[config.mk]
export PLATFORM = sky130hd
export DESIGN_NAME = cmdline_uart_tx
export DESIGN_NICKNAME = d
export VERILOG_FILES = /design/src/rtl/cmdline_pkg.sv /design/src/rtl/cmdline_tx_fifo.sv /design/src/rtl/cmdline_uart_tx.sv
export SDC_FILE = /design/constraint.sdc
export NUM_CORES = 1
export LEC_CHECK = 0
export CORE_AREA = 2 2 151 153
export DETAILED_ROUTE_END_ITERATION = 12
export DIE_AREA = 0 0 153 155
export MAX_ROUTING_LAYER = met4
export PLACE_DENSITY = 0.57
export REMOVE_ABC_BUFFERS = 1
export SYNTH_ARGS = -nofsm -noshare
export SYNTH_HDL_FRONTEND = slang
export SYNTH_SLANG_ARGS = --single-unit
[constraint.sdc]
create_clock -name clock -period 4 [get_ports clock]
set_clock_uncertainty 0.15 [all_clocks]
set_input_delay 0.8 -clock clock [delete_from_list [all_inputs] [get_ports clock]]
set_output_delay 0.8 -clock clock [all_outputs]
set_load 0.03 [all_outputs]
[src/rtl/cmdline_pkg.sv]
// Shared definitions for the command-line serial link (transmit and receive).
package cmdline_pkg;

  // Transmit framer states
  typedef enum logic [1:0] {
    IDLE  = 2'd0,
    START = 2'd1,
    DATA  = 2'd2,
    STOP  = 2'd3
  } tx_state_t;

  // Payload bits per 8N1 frame
  localparam int UART_DATA_BITS = 8;

  // 3.25 MHz system clock / 115200 baud, rounded
  localparam int DEFAULT_CLKS_PER_BIT = 28;

endpackage

[src/rtl/cmdline_tx_fifo.sv]
// Byte FIFO between the cmdline interpreter and the UART framer.
// Synchronous write; the head byte is presented from the registered read pointer.
// A write is taken when there is room, or when a pop frees a slot in the same cycle.
module cmdline_tx_fifo #(
  parameter int FIFO_AW = 4
) (
  input  logic               clock,
  input  logic               reset,
  input  logic               wr_en,
  input  logic [7:0]         wr_data,
  input  logic               rd_en,
  output logic [7:0]         rd_data,
  output logic               full,
  output logic               empty,
  output logic [FIFO_AW:0]   count
);

  localparam int                 DEPTH   = 2 ** FIFO_AW;
  localparam logic [FIFO_AW:0]   COUNT_FULL = {1'b1, {FIFO_AW{1'b0}}};

  logic [7:0]         mem [DEPTH];
  logic [FIFO_AW-1:0] wr_ptr;
  logic [FIFO_AW-1:0] rd_ptr;
  logic               wr_ok;
  logic               rd_ok;
  logic [FIFO_AW:0]   count_n;

  assign rd_ok   = rd_en && !empty;
  assign wr_ok   = wr_en && (!full || rd_ok);
  assign rd_data = mem[rd_ptr];

  // Next occupancy, so full/empty are registered alongside count
  always_comb begin
    count_n = count;
    if (wr_ok && !rd_ok)
      count_n = count + 1'b1;
    else if (!wr_ok && rd_ok)
      count_n = count - 1'b1;
  end

  // Storage array
  // NOTE: the data array has no reset; a slot is only read after it has been written, so resetting it would only add reset fan-out.
  always_ff @(posedge clock) begin
    if (wr_ok)
      mem[wr_ptr] <= wr_data;
  end

  // Pointers and occupancy flags; pointers wrap naturally at 2**FIFO_AW
  always_ff @(posedge clock or posedge reset) begin
    if (reset) begin
      wr_ptr <= '0;
      rd_ptr <= '0;
      count  <= '0;
      full   <= 1'b0;
      empty  <= 1'b1;
    end else begin
      if (wr_ok)
        wr_ptr <= wr_ptr + 1'b1;
      if (rd_ok)
        rd_ptr <= rd_ptr + 1'b1;
      count <= count_n;
      full  <= (count_n == COUNT_FULL);
      empty <= (count_n == '0);
    end
  end

endmodule

[src/rtl/cmdline_uart_tx.sv]
// Transmit side of the command-line serial link: buffers reply bytes and
// serialises them as 8N1 frames on txd, with flow status and a sticky overflow.
module cmdline_uart_tx
  import cmdline_pkg::*;
#(
  parameter int CLKS_PER_BIT = DEFAULT_CLKS_PER_BIT,
  parameter int FIFO_AW      = 4
) (
  input  logic       clock,
  input  logic       reset,
  input  logic [7:0] send_data,
  input  logic       send_strobe,
  output logic       tx_full,
  output logic       tx_idle,
  output logic       overflow,
  output logic       txd
);

  localparam logic [15:0] BAUD_RELOAD = 16'(CLKS_PER_BIT - 1);
  localparam logic [2:0]  LAST_BIT    = 3'(UART_DATA_BITS - 1);

  tx_state_t        state;
  logic [15:0]      baud_cnt;
  logic [2:0]       bit_idx;
  logic [7:0]       shift_reg;

  logic [7:0]       fifo_head;
  logic             fifo_empty;
  logic [FIFO_AW:0] fifo_count;

  logic             bit_end;
  logic             stop_end;
  logic             pop;
  logic             tx_idle_n;
  logic             line_bit;

  cmdline_tx_fifo #(
    .FIFO_AW (FIFO_AW)
  ) u_fifo (
    .clock   (clock),
    .reset   (reset),
    .wr_en   (send_strobe),
    .wr_data (send_data),
    .rd_en   (pop),
    .rd_data (fifo_head),
    .full    (tx_full),
    .empty   (fifo_empty),
    .count   (fifo_count)
  );

  // Pop decisions, next idle status and the line level for the current state
  // NOTE: every signal assigned in this block gets a default first, so no path leaves one unassigned and no latch is inferred.
  always_comb begin
    bit_end   = (baud_cnt == '0);
    stop_end  = (state == STOP) && bit_end;
    pop       = !fifo_empty && ((state == IDLE) || stop_end);
    // Idle next cycle only if nothing is queued, nothing arrives, and no frame continues
    tx_idle_n = (fifo_count == '0) && !send_strobe && ((state == IDLE) || stop_end);
    line_bit  = 1'b1;
    unique case (state)
      IDLE:  line_bit = 1'b1;
      START: line_bit = 1'b0;
      DATA:  line_bit = shift_reg[0];
      STOP:  line_bit = 1'b1;
      default: line_bit = 1'b1;
    endcase
  end

  // Framer FSM with baud counter, shift register and registered status outputs
  // NOTE: state is updated with non-blocking assignments so every register samples pre-edge values, regardless of statement order.
  always_ff @(posedge clock or posedge reset) begin
    if (reset) begin
      state     <= IDLE;
      baud_cnt  <= '0;
      bit_idx   <= '0;
      shift_reg <= '0;
      txd       <= 1'b1;
      tx_idle   <= 1'b1;
      overflow  <= 1'b0;
    end else begin
      // txd is one register stage behind the state: glitch-free line output
      txd     <= line_bit;
      tx_idle <= tx_idle_n;
      if (send_strobe && tx_full && !pop)
        overflow <= 1'b1;

      unique case (state)
        IDLE: begin
          if (pop) begin
            shift_reg <= fifo_head;
            baud_cnt  <= BAUD_RELOAD;
            state     <= START;
          end
        end
        START: begin
          if (bit_end) begin
            baud_cnt <= BAUD_RELOAD;
            bit_idx  <= '0;
            state    <= DATA;
          end else begin
            baud_cnt <= baud_cnt - 1'b1;
          end
        end
        DATA: begin
          if (bit_end) begin
            baud_cnt <= BAUD_RELOAD;
            if (bit_idx == LAST_BIT) begin
              state <= STOP;
            end else begin
              bit_idx   <= bit_idx + 1'b1;
              shift_reg <= {1'b0, shift_reg[7:1]};
            end
          end else begin
            baud_cnt <= baud_cnt - 1'b1;
          end
        end
        STOP: begin
          if (bit_end) begin
            if (pop) begin
              // Back-to-back: next start bit follows the stop bit with no gap
              shift_reg <= fifo_head;
              baud_cnt  <= BAUD_RELOAD;
              state     <= START;
            end else begin
              state <= IDLE;
            end
          end else begin
            baud_cnt <= baud_cnt - 1'b1;
          end
        end
        default: state <= IDLE;
      endcase
    end
  end

endmodule
Word level (Yosys, flattened, before mapping) --
Memory sizes are Yosys's and may differ from the RTL's. Cells that the tools add are included.
Storage, ports and cells: register bits after elaboration 47, bits in writable memories 128, input port bits 11, word-level logic and storage cells 84, memories 1
Memory list:
- u_fifo.mem | depth 16, bits a word 8, read ports 1, clocked after Yosys merged registers in 0, wr ports 1, RTL line cmdline_tx_fifo.sv:21 | logic [7:0] mem [DEPTH];
Cells by class: add/subtract/negate cells 6, equal/unequal tests 11, mux-type cells 25, reductions and logical operators 29
Operator list (number):
- $mux W16 | 3
- $pmux W16 S3 | 1
- $mux W8 | 4
- $pmux W8 S3 | 1
- $logic_not A16 Y1 | 1
- $sub A16 B1 Y16 const B | 1
- $ne A2 B2 Y1 const B | 6
- $logic_and A1 B1 Y1 | 10
- $logic_not A5 Y1 | 2
- $mux W2 | 5
- $mux W5 | 2
- $mux W3 | 3
- $add A4 B1 Y4 const B | 2
- $pmux W2 S4 | 1
- $reduce_and A4 Y1 | 2
- $logic_not A1 Y1 | 6
- $pmux W3 S2 | 1
- $add A5 B1 Y5 const B | 1
- $eq A5 B5 Y1 const B | 1
- $reduce_and A5 Y1 | 1
- $sub A5 B1 Y5 const B | 1
- $eq A2 B2 Y1 const B | 2
- $reduce_or A2 Y1 | 2
- $add A3 B1 Y3 const B | 1
- 8 further kinds | 11

Longest topological paths before layout --
depth in word-level cells 12, depth in mapped cells 10, depth with buffers taken out 8

Hierarchy --
Synthesis repeated with hierarchy kept, for this count alone.
Second synthesis, totals: cell total of the unflattened synthesis 490, area, all modules 7818.7 sq um
Modules (own cells, without submodules):
- cmdline_tx_fifo | instances 1, cells an instance 305, area an instance 5906.9 sq um
- cmdline_uart_tx | instances 1, cells an instance 185, area an instance 1911.8 sq um

Worst setup path before layout --
OpenSTA, ideal clock, no wires.
kind reg2reg, start register baud_cnt[0], end memory u_fifo.mem[0][0] (enable), setup time 0.398 ns, arrival time 2.811 ns, required time 3.452 ns, path slack 0.642 ns, cell stages (with the launch flop) 10, cell sequence dfrtp_1 inv_1 ha_1 nor3b_2 nand4_2 o31a_1 buf_2 nand2_1 nand2_1 nor4b_1
On the way: word-level cells in the longest chain between the ends 9
Ends and longest elaborated chain:
- start: declaration | RTL line cmdline_uart_tx.sv:23 | logic [15:0] baud_cnt;
- start signal: assignment | RTL line cmdline_uart_tx.sv:101 | baud_cnt <= baud_cnt - 1'b1;
- start signal: assignment | RTL line cmdline_uart_tx.sv:114 | baud_cnt <= baud_cnt - 1'b1;
- start signal: assignment | RTL line cmdline_uart_tx.sv:128 | baud_cnt <= baud_cnt - 1'b1;
- $logic_not A16 Y1 | RTL line cmdline_uart_tx.sv:54 | bit_end = (baud_cnt == '0);
- $logic_and A1 B1 Y1 | RTL line cmdline_uart_tx.sv:55 | stop_end = (state == STOP) && bit_end;
- $logic_or A1 B1 Y1 | RTL line cmdline_uart_tx.sv:56 | pop = !fifo_empty && ((state == IDLE) || stop_end);
- $logic_and A1 B1 Y1 | RTL line cmdline_uart_tx.sv:56
- $logic_and A1 B1 Y1 | RTL line cmdline_tx_fifo.sv:28 | assign rd_ok = rd_en && !empty;
- $logic_or A1 B1 Y1 | RTL line cmdline_tx_fifo.sv:29 | assign wr_ok = wr_en && (!full || rd_ok);
- $logic_and A1 B1 Y1 | RTL line cmdline_tx_fifo.sv:29
- $mux W1 | RTL line cmdline_tx_fifo.sv:44 | if (wr_ok)
- $mux W1 (implied by the code) | RTL line cmdline_tx_fifo.sv:45 | mem[wr_ptr] <= wr_data;
- end: declaration | RTL line cmdline_tx_fifo.sv:21
No other way between the ends.

Worst setup path after layout --
start register baud_cnt[0], end memory u_fifo.mem[9][7] (enable)
The elaborated chain is that of the path after synthesis.

==> summary.txt <==
Outcome
  – Outcome: finished, final reports clean

Finish
  – Number of fill cells: 1985
  – Fraction of layout cells with a size suffix above 1: 20.04%
  – Ant diodes: 0
  – Layout area overhead: 15.67%
  – Final Cell Area: 0.008812 mm²
  – Max reg flops: 128
  – Layout Nets: 553
  – Final Util: 39.65%

Worst setup path
  – Setup crit start kind: register
  – CP Capture Type: register
  – Worst R2R Path Depth: 9
  – FF-to-FF Start: baud_cnt[0]
  – CP max FO: 11
  – Setup CP Type: reg -> reg
  – CP required: 4.00 ns
  – R2R Setup Slk: 0.58 ns
  – Worst EP arrival: 3.42 ns
  – FF-to-FF End: u_fifo.mem[9][7]

Synth
  – Sequential share of the synthesized area: 65.94%
  – Top cell type by total area after synthesis: edfxtp_1
  – Avg Inst Size Synth: 15.27 µm²
  – Netlist cell types: 59
  – Synth top area cells: edfxtp_1 (50%), dfrtp_1 (14%), mux4_2 (9.8%), ha_1 (2.6%), a21oi_1 (1.6%)
  – Yosys top cell area share: 50.45%
  – Mapped Cells: 499
  – Commonest cells in the netlist: edfxtp_1 (128), dfrtp_1 (44), mux4_2 (33), nand2_1 (30), nor2_1 (27)
  – Cell with the most instances after synthesis: edfxtp_1
  – EDFF count, synth: 128
  – Async set-reset flop share out of synthesis: 26.86%
  – Flops & latches, synth: 175
  – Syn. warnings: 0
  – Most used DFF post-synth: edfxtp_1
  – Post-synthesis cell area: 0.007619 mm²

Routing
  – Final ANT Viol Nets: 0
  – Drt via density: 5.273
  – DRT Pass-1 Iters: 5
  – Vias post-DR: 4345
  – Drt total wl: 16060 µm
  – Drt drc: 0
  – Initial detailed-routing violation count: 337
  – WL per Instance: 19.49 µm

Placement
  – HPWL after detailed placement: 10630 µm
  – I/O Buffers: 14
  – Final RePlAce weighted congestion: 0.8023
  – Dpl cell area: 0.008182 mm²

Clocking
  – Worst-Skew Late Latency: 0.44 ns
  – Maximum root-to-sink buffer count: 2
  – Clock transition at the registers of the reported paths: 0.07 ns
  – Post-CTS resize count: 0
  – Post-CTS Setup Repair Bufs: 0
  – Root Driver: clkbuf_16
  – TritonCTS Buffers: 17
  – Post-CTS Hold Fix Bufs: 0
  – Clock sink count: 175
  – CTS tree: done
  – H-tree levels: 4

STA
  – Pins Over Slew Limit: 0
  – Peak Freq: 292.2 MHz
  – Crit share post-route: 85.56%
  – Final setup fails: 0
  – Slew @ Worst Pin: 0.9771 ns
  – Tmin final: 3.422 ns
  – Fin. Hold Viols: 0
  – Unrepaired setup endpoints after global routing: false
  – Total negative setup slack: 0 ns
  – Max_slew headroom: 34.76%

Worst hold path
  – Hold path endpoint: overflow
  – HP Class: reg -> reg
  – Hold Path Depth: 1
  – Hold Path Origin: overflow

Die
  – IO Pins: 15
  – Starting Density: 34.28%
  – Die Y: 155 µm
  – Die W: 153 µm
  – Die area: 0.02372 mm²
  – Rows: 55
  – Core ar.: 0.02223 mm²

Global route
  – GRT overflow: 0
  – Vias in the first global route: 4447
  – Largest net degree at the start of global routing: 48
  – First-pass GRT wire length: 25760 µm
  – Gr usage total: 14.74%
  – Initial antenna violation count: 0

Power
  – Static Leak: 3.063 nW
  – Power Total: 0.004520 W
  – Maximum VDD drop: 0.0002577 V
  – PD cells: 512.9 mW/mm²

Job
  – Max-cap violations: 0
==> worst max-delay path, cell delays in order, from the launching register on <==
cell	delay, ns
dfrtp_1	0.41
inv_1	0.09
ha_1	0.19
nor3b_2	0.34
nand4_2	0.30
o31a_1	0.52
a21boi_2	0.25
nand2_1	0.13
nor3b_1	0.50
buf_4	0.24
==> power breakdown <==
group	switching, W	internal (W)
logic	0.000304	0.000225
registers	0.000127	0.00214
clock network	0.000810	0.000914
total	0.00124	0.00328
==> area by class of cell <==
type / instances / area, µm² / share of cell area, %
Clock buffer: 17 / 425.4 / 4.827
Clock inverter: 15 / 205.2 / 2.329
Inverter: 10 / 37.54 / 0.4260
Multi-Input combinational cell: 289 / 2480 / 28.14
Sequential cell: 175 / 5025 / 57.02
Tap cell: 285 / 356.6 / 4.047
Timing Repair Buffer: 33 / 282.8 / 3.209
==> stage by stage <==
stage	instances	setup slack (ns)	hold WS, ns
2_1_floorplan	474	0.6964	0.3001
3_3_place_gp	792	0.7531	0.3135
3_5_place_dp	792	0.6546	0.3106
4_1_cts	824	0.5641	0.3272
5_1_grt	824	0.2705	0.3562
6_report	824	0.5777	0.3294
==> how the worst max path moves through the flow <==
stage,start,endpoint,cells past startpoint
after global placement,baud_cnt[0],u_fifo.mem[9][4],9
after CTS,baud_cnt[0],u_fifo.mem[9][7],9
final,baud_cnt[0],u_fifo.mem[9][7],9
after detailed placement,baud_cnt[0],u_fifo.mem[9][6],9
after global routing,baud_cnt[0],u_fifo.mem[9][7],9
after floorplan,baud_cnt[0],u_fifo.mem[0][0],8
==> metal layers <==
metal / part of all wire (%) / global-route usage, %
met4: 1.2 / 4.233
met1: 45 / 18.73
met2: 50 / 24.22
met5: 0 / -
met3: 3.3 / 2.981
==> cells by family after synthesis <==
| kind of cell | synth area share [%] |
|---|---|
| xor gates and xnor gates | 1.265 |
| and+or+nand+nor | 8.934 |
| muxes | 10.82 |
| adders and majority gates | 2.628 |
| AOI/OAI and AO/OA | 8.573 |
| DFF | 65.94 |
| buffers and inverters | 1.839 |
==> placed cells by master, fill, tap and decap left out, types with 4 or more instances in the layout <==
master / synthesis / final
inv_1: 10 / 9
clkdlybuf4s50_1: 0 / 14
clkbuf_16: 0 / 17
xnor2_1: 9 / 9
nor4b_2: 1 / 5
a211oi_1: 16 / 16
buf_4: 0 / 19
o21a_1: 4 / 4
clkinv_8: 0 / 4
ha_1: 16 / 16
mux4_2: 33 / 33
a31oi_1: 6 / 6
nand2_1: 30 / 30
edfxtp_1: 128 / 128
nand4_1: 4 / 4
a21oi_1: 24 / 24
a22o_1: 4 / 4
nor3_1: 10 / 10
mux2i_1: 7 / 7
nor2_1: 27 / 27
dfrtp_1: 44 / 43
o21ai_0: 23 / 23
and2_1: 5 / 5
nor3b_1: 9 / 9
nor2b_1: 9 / 9
No activity file was read; power rests on OpenSTA's default activity.
